## src/rtl/equation_pkg.sv

```systemverilog
// rtl/equation_pkg.sv - shared types and helpers for the equation builder
package equation_pkg;

    localparam int CNT_W = 16;

    typedef enum logic [2:0] {
        WAIT_A  = 3'd0,
        WAIT_OP = 3'd1,
        WAIT_B  = 3'd2,
        EVAL    = 3'd3,
        SHOW    = 3'd4
    } state_t;

    typedef enum logic {
        OP_PLUS  = 1'b0,
        OP_MINUS = 1'b1
    } op_t;

    // Index of the lowest set bit; vectors up to 8 bits wide.
    function automatic logic [2:0] lsb_index(input logic [7:0] vec);
        lsb_index = 3'd0;
        for (int i = 7; i >= 0; i--) begin
            if (vec[i]) begin
                lsb_index = 3'(i);
            end
        end
    endfunction

endpackage

```

## src/rtl/equation_builder_frame_counter.sv

```systemverilog
// rtl/equation_builder_frame_counter.sv - counts startOfFrame pulses up to a limit
module frame_counter
    import equation_pkg::*;
(
    input  logic             clk,
    input  logic             resetN,
    input  logic             clear,
    input  logic             startOfFrame,
    input  logic [CNT_W-1:0] limit,
    output logic             done
);

    logic [CNT_W-1:0] count_q;
    logic [CNT_W-1:0] lim_eff;

    // done fires on the frame pulse that completes the count, so the
    // owner can act on the same edge.
    always_comb begin
        lim_eff = (limit == '0) ? CNT_W'(1) : limit;
        done    = startOfFrame && !clear && (count_q >= (lim_eff - CNT_W'(1)));
    end

    always_ff @(posedge clk or negedge resetN) begin
        if (!resetN) begin
            count_q <= '0;
        end else if (clear || done) begin
            count_q <= '0;
        end else if (startOfFrame) begin
            count_q <= count_q + CNT_W'(1);
        end
    end

endmodule

```

## src/rtl/equation_builder.sv

```systemverilog
// rtl/equation_builder.sv - builds "A op B" from hit pulses, scores it; EQUATION_TIMEOUT_EN adds a hit timeout
module equation_builder
    import equation_pkg::*;
#(
    parameter int NUMBERS        = 3,
    parameter int VALUE_W        = 4,
    parameter int RESULT_W       = 8,
    parameter int SCORE_W        = 10,
    parameter int POINTS         = 5,
    parameter int MSG_FRAMES     = 60,
    parameter int TIMEOUT_FRAMES = 150
) (
    input  logic                       clk,
    input  logic                       resetN,
    input  logic                       startOfFrame,
    input  logic [NUMBERS-1:0]         SingleHitPulse,
    input  logic [1:0]                 operandHit,
    input  logic [NUMBERS*VALUE_W-1:0] numberValues,
    input  logic [RESULT_W-1:0]        target,
    output logic [VALUE_W-1:0]         operandA,
    output logic [VALUE_W-1:0]         operandB,
    output logic                       opSel,
    output logic [RESULT_W-1:0]        result,
    output logic                       resultValid,
    output logic                       correctPulse,
    output logic                       wrongPulse,
    output logic [SCORE_W-1:0]         score,
    output logic [NUMBERS-1:0]         respawnNumber,
    output logic [1:0]                 respawnOperand,
    output logic                       timeoutPulse,
    output logic [2:0]                 stateOut
);

    localparam int MSG_EFF = (MSG_FRAMES < 1) ? 1 : MSG_FRAMES;
    localparam int TO_EFF  = (TIMEOUT_FRAMES < 1) ? 1 : TIMEOUT_FRAMES;
    localparam logic [SCORE_W-1:0] PTS = SCORE_W'(POINTS);

    state_t                state_q, state_d;
    logic [VALUE_W-1:0]    a_q, a_d, b_q, b_d;
    op_t                   op_q, op_d;
    logic [RESULT_W-1:0]   res_q, res_d;
    logic                  correct_q, correct_d, wrong_q, wrong_d;
    logic [SCORE_W-1:0]    score_q, score_d;
    logic [NUMBERS-1:0]    rsp_num_q, rsp_num_d;
    logic [1:0]            rsp_op_q, rsp_op_d;

    logic [2:0]            num_idx, op_idx;
    logic                  num_any, op_any;
    logic [VALUE_W-1:0]    num_val;
    logic [RESULT_W-1:0]   eval_res;
    logic [SCORE_W:0]      score_inc;
    logic [SCORE_W-1:0]    score_up, score_dn;
    logic                  fc_clear, fc_done;
    logic [CNT_W-1:0]      fc_limit;

    always_comb begin
        num_any = |SingleHitPulse;
        op_any  = |operandHit;
        num_idx = lsb_index(8'(SingleHitPulse));
        op_idx  = lsb_index(8'(operandHit));
        num_val = '0;
        for (int i = 0; i < NUMBERS; i++) begin
            if (num_idx == 3'(i)) begin
                num_val = numberValues[i*VALUE_W +: VALUE_W];
            end
        end
    end

    always_comb begin
        eval_res  = (op_q == OP_MINUS) ? (RESULT_W'(a_q) - RESULT_W'(b_q))
                                       : (RESULT_W'(a_q) + RESULT_W'(b_q));
        score_inc = {1'b0, score_q} + {1'b0, PTS};
        score_up  = score_inc[SCORE_W] ? '1 : score_inc[SCORE_W-1:0];
        score_dn  = (score_q < PTS) ? '0 : (score_q - PTS);
    end

    // One counter serves both the SHOW hold and the hit timeout; it is kept
    // clear whenever it is not counting so entry-cycle frame pulses are lost.
`ifdef EQUATION_TIMEOUT_EN
    logic hit_accepted;
    always_comb begin
        hit_accepted = ((state_q == WAIT_OP) || (state_q == WAIT_B)) && (num_any || op_any);
        fc_clear     = !((state_q == SHOW) || (state_q == WAIT_OP) || (state_q == WAIT_B))
                       || hit_accepted;
    end
`else
    always_comb fc_clear = (state_q != SHOW);
`endif

    always_comb fc_limit = (state_q == SHOW) ? CNT_W'(MSG_EFF) : CNT_W'(TO_EFF);

    frame_counter u_frame_counter (
        .clk          (clk),
        .resetN       (resetN),
        .clear        (fc_clear),
        .startOfFrame (startOfFrame),
        .limit        (fc_limit),
        .done         (fc_done)
    );

`ifdef EQUATION_TIMEOUT_EN
    logic timeout_q, timeout_d;
`endif

    always_comb begin
        state_d   = state_q;
        a_d       = a_q;
        b_d       = b_q;
        op_d      = op_q;
        res_d     = res_q;
        score_d   = score_q;
        correct_d = 1'b0;
        wrong_d   = 1'b0;
        rsp_num_d = '0;
        rsp_op_d  = '0;
`ifdef EQUATION_TIMEOUT_EN
        timeout_d = 1'b0;
`endif
        unique case (state_q)
            WAIT_A: begin
                if (num_any) begin
                    a_d       = num_val;
                    rsp_num_d = NUMBERS'(1) << num_idx;
                    state_d   = WAIT_OP;
                end
            end
            WAIT_OP: begin
                if (op_any) begin
                    op_d     = op_t'(op_idx[0]);
                    rsp_op_d = 2'b01 << op_idx[0];
                    state_d  = WAIT_B;
                end else if (num_any) begin
                    a_d       = num_val;
                    rsp_num_d = NUMBERS'(1) << num_idx;
                end
`ifdef EQUATION_TIMEOUT_EN
                else if (fc_done) begin
                    timeout_d = 1'b1;
                    score_d   = score_dn;
                    state_d   = WAIT_A;
                end
`endif
            end
            WAIT_B: begin
                if (num_any) begin
                    b_d       = num_val;
                    rsp_num_d = NUMBERS'(1) << num_idx;
                    state_d   = EVAL;
                end else if (op_any) begin
                    op_d     = op_t'(op_idx[0]);
                    rsp_op_d = 2'b01 << op_idx[0];
                end
`ifdef EQUATION_TIMEOUT_EN
                else if (fc_done) begin
                    timeout_d = 1'b1;
                    score_d   = score_dn;
                    state_d   = WAIT_A;
                end
`endif
            end
            EVAL: begin
                res_d = eval_res;
                if (eval_res == target) begin
                    correct_d = 1'b1;
                    score_d   = score_up;
                end else begin
                    wrong_d = 1'b1;
                    score_d = score_dn;
                end
                state_d = SHOW;
            end
            SHOW: begin
                if (fc_done) begin
                    state_d = WAIT_A;
                end
            end
            default: state_d = WAIT_A;
        endcase
    end

    always_ff @(posedge clk or negedge resetN) begin
        if (!resetN) begin
            state_q   <= WAIT_A;
            a_q       <= '0;
            b_q       <= '0;
            op_q      <= OP_PLUS;
            res_q     <= '0;
            score_q   <= '0;
            correct_q <= 1'b0;
            wrong_q   <= 1'b0;
            rsp_num_q <= '0;
            rsp_op_q  <= '0;
        end else begin
            state_q   <= state_d;
            a_q       <= a_d;
            b_q       <= b_d;
            op_q      <= op_d;
            res_q     <= res_d;
            score_q   <= score_d;
            correct_q <= correct_d;
            wrong_q   <= wrong_d;
            rsp_num_q <= rsp_num_d;
            rsp_op_q  <= rsp_op_d;
        end
    end

`ifdef EQUATION_TIMEOUT_EN
    always_ff @(posedge clk or negedge resetN) begin
        if (!resetN) begin
            timeout_q <= 1'b0;
        end else begin
            timeout_q <= timeout_d;
        end
    end
    assign timeoutPulse = timeout_q;
`else
    assign timeoutPulse = 1'b0;
`endif

    assign operandA       = a_q;
    assign operandB       = b_q;
    assign opSel          = op_q;
    assign result         = res_q;
    assign resultValid    = (state_q == SHOW);
    assign correctPulse   = correct_q;
    assign wrongPulse     = wrong_q;
    assign score          = score_q;
    assign respawnNumber  = rsp_num_q;
    assign respawnOperand = rsp_op_q;
    assign stateOut       = state_q;

endmodule

```

## config.mk

```make
export PLATFORM = sky130hd
export DESIGN_NAME = equation_builder
export DESIGN_NICKNAME = d
export VERILOG_FILES = /design/src/rtl/equation_pkg.sv /design/src/rtl/equation_builder_frame_counter.sv /design/src/rtl/equation_builder.sv
export SDC_FILE = /design/constraint.sdc
export NUM_CORES = 1
export LEC_CHECK = 0
export ABC_CLOCK_PERIOD_IN_PS = 5900
export CORE_MARGIN = 1
export CORE_UTILIZATION = 40
export DETAILED_ROUTE_END_ITERATION = 8
export DONT_BUFFER_PORTS = 1
export PLACE_DENSITY_LB_ADDON = 0.15
export SYNTH_ARGS = -nofsm -noshare
export SYNTH_HDL_FRONTEND = slang
export SYNTH_SLANG_ARGS = --single-unit
export TNS_END_PERCENT = 1
```

## constraint.sdc

```tcl
create_clock -name clk -period 5.9 [get_ports clk]
set_input_delay 0.885 -clock clk [delete_from_list [all_inputs] [get_ports clk]]
set_output_delay 0.885 -clock clk [all_outputs]
set_load 0.05 [all_outputs]
```

==> results.toml <==
[cts]
cts_buffers = 5
clkSlewWorstSetupHoldPaths_ps = 100
cts.sinks = 51
cts_setup_buffers = 0
cts_tree = "yes"
htreeDepth = 2
root_buffer = "clkbuf_8"
clk_path_buf_depth = 2
clk_latency_ps = 310
ctsResizeCount = 0
ctsHoldBuffers = 0

[die]
die_width_microns = 92.6
ios = 67
die_area_sq_um = 8570
start_util_pct = 41.8
chipHeight_microns = 92.6
row_count = 32
core_sq_um = 7850

[drt]
dr.pass1.iters = 4
drc = 0
wire_per_inst_microns = 16.4
via_count = 2586
routed_wl_microns = 7450
ant_nets = 0
viasPerCell = 5.68
drt_iter0_drc = 73

[grt]
grt_pass1_vias = 2542
gr-total-overflow = 0
antenna_found_initial = 0
grt_usage_pct = 18.4
grt_pass1_wl_microns = 12500
grt_max_degree = 52

[placed_design]
dp_worst_setup_slack_ps = 2010
numPortBuffers = 0
place.gp.congestion = 0.937
dp_hpwl_microns = 5390

[yosys]
synth-seq-area-share_pct = 38.9
synthDistinctLibCells = 63
ys_warn_count = 0
syn_avg_cell_area_sq_um = 9.06
ys_top_cells_by_area = "dfrtp_1, ha_1, nor2_1"
async_flop_share_pct = 100
yosysTopAreaCell = "dfrtp_1"
synth-seq-cells = 51
synthesis.nets = 406
yosysTopAreaCellShare_pct = 38.9
synth_ff_type = "dfrtp_1"
synth_edf_count = 0
syn_inst = 362
syn_area_sq_um = 3280

[critical_path]
crit_type = "flop to flop"
crit_top_cell = "inv_1"
startpoint_type = "flop"
r2r_setup_slack_ps = 2000
path_buf_inv = 2
required_ps = 6110
cp_max_fo = 25
crit_arrival_ps = 4110
critPathTopFamily = "compound AO/OA/AOI/OAI gates"
cp_cell_sequence = "inv_1 > ha_1 > inv_1 > fa_1 > mux2i_1 > xor2_1 > o21ai_1 > a2111oi_2 > and3_1 > o21ai_0 > a22o_1"
cp_slowest_cell = "and3_1"
cp-end-kind = "flop"
critPathMaxStageDelay_ps = 850

[power_and_ir_drop]
p_per_area_nw_per_um2 = 539
leakagePower_uw = 0.00147
ir_drop_mv = 0.225

[sta]
skew_ps = 11.0
min_period_over_period_pct = 66.1
max_freq_mhz = 256
finalMaxSlewViolations = 0
worst_slack_ps = 2000
whs_ps = 250
hold_viol = 0
rsz0062_at_grt = "false"
setup_tns_ps = 0
tightest_slew_ps = 920
relSlewSlack_pct = 38.7
layout_min_cycle_time_ps = 3900
setup_viol_count_final = 0

[status]
outcome = "finished clean"

[worst_hold_path]
min_path_type = "primary input to async pin"

[layout]
layout_common_cells = "dfrtp_1, nor2_1, nand2_1, o21ai_0, a21oi_1"
mostFrequentLayoutCell = "dfrtp_1"
diodes = 0
nNetsFinal = 396
drive_above_1_share_pct = 7.65
syn2layout_area_growth_pct = 4.61

[flow_run]
cap_violations = 0
## sequential cells by signal, indices dropped and copies added (netlist names)
name and cells:
correctPulse 1, opSel 1, operandA 4, operandB 4
respawnNumber 3, respawnOperand 2, result 6, score 10
stateOut 3, u_frame_counter.count_q 16, wrongPulse 1
## stage by stage
stage,cells,util (%),power (uW),area (sq um)
after floorplan,362,-,1460,3280
after global placement,447,42.3,1590,3320
after detailed placement,447,42.3,1600,3320
after CTS,455,43.7,1870,3430
after global routing,455,43.7,1980,3430
final,455,43.7,1850,3430
## worst reg2reg max path: stages, from the launching register on
cell and delay (ps):
dfrtp_1 670, inv_1 120, ha_1 240, inv_1 70, fa_1 400, mux2i_1 240
xor2_1 190, o21ai_1 100, a2111oi_2 460, and3_1 850, o21ai_0 210, a22o_1 260
## area by class of cell
| cell class | instances | area [sq um] |
|---|---|---|
| clock buffers | 5 | 68.8 |
| repair buffers | 2 | 15.0 |
| well taps | 102 | 128 |
| multi-input cells | 276 | 1840 |
| fillers | 797 | 4420 |
| clock inverters | 3 | 47.5 |
| flip-flops and latches | 51 | 1280 |
| inverters | 16 | 60.1 |
## Yosys cell counts (2+ instances only)
cell,instances
dfrtp_1,51
nor2_1,37
nand2_1,34
o21ai_0,22
a21oi_1,21
inv_1,16
ha_1,14
nor2b_1,13
clkbuf_1,11
nand3_1,9
mux2_2,8
mux2i_1,8
xor2_1,7
and3_1,6
nand2b_1,6
nor3_1,6
nor4_1,6
a22oi_1,5
and2_1,5
a31oi_1,4
nand3b_1,4
nand4_1,4
o31ai_1,4
xnor2_1,4
a21o_1,3
a22o_1,3
buf_4,3
buf_6,3
a211o_1,2
a211oi_1,2
buf_2,2
fa_1,2
nor3b_1,2
o2111ai_1,2
o211ai_1,2
o21ai_1,2
or2_2,2
or3_1,2
## final timing paths
| check | depth (start not counted) | to | from |
|---|---|---|---|
| worst min-delay path | 0 | correctPulse | resetN |
| max in group asynchronous | 0 | u_frame_counter.count_q[8] | resetN |
| worst max register to register | 11 | score[8] | operandA[0] |
| worst max-delay path | 11 | score[8] | operandA[0] |
| min in group clk | 2 | result[6] | result[6] |
| worst min register to register | 2 | result[6] | result[6] |
## cell families after synthesis
group,share of synthesized area [%]
fa+ha+maj,6.56
other cells,0.114
xor+xnor,2.94
buf+inv,5.11
mux,5.19
flops,38.9
simple gates,22.0
compound gates,19.1
## layer usage
layer  routed length (microns)  share of wire [%]  up-vias  track usage [%]
li1                          -                  -     1266                -
met1                      3620                 49     1234             24.7
met2                      3320                 45       73             29.0
met3                       396                5.3       13             4.68
met4                       114                1.5        0             5.47
met5                         0                  0        -                0
## where the power goes
group	internal (uW)	switching (uW)	leakage [uW]	total, uW
Combinational	316	441	0.000757	756
Sequential	427	408	0.000659	835
Clock	129	128	0.0000587	257
Total	871	977	0.00147	1850
Note: power is estimated with default switching activity, not from simulation.
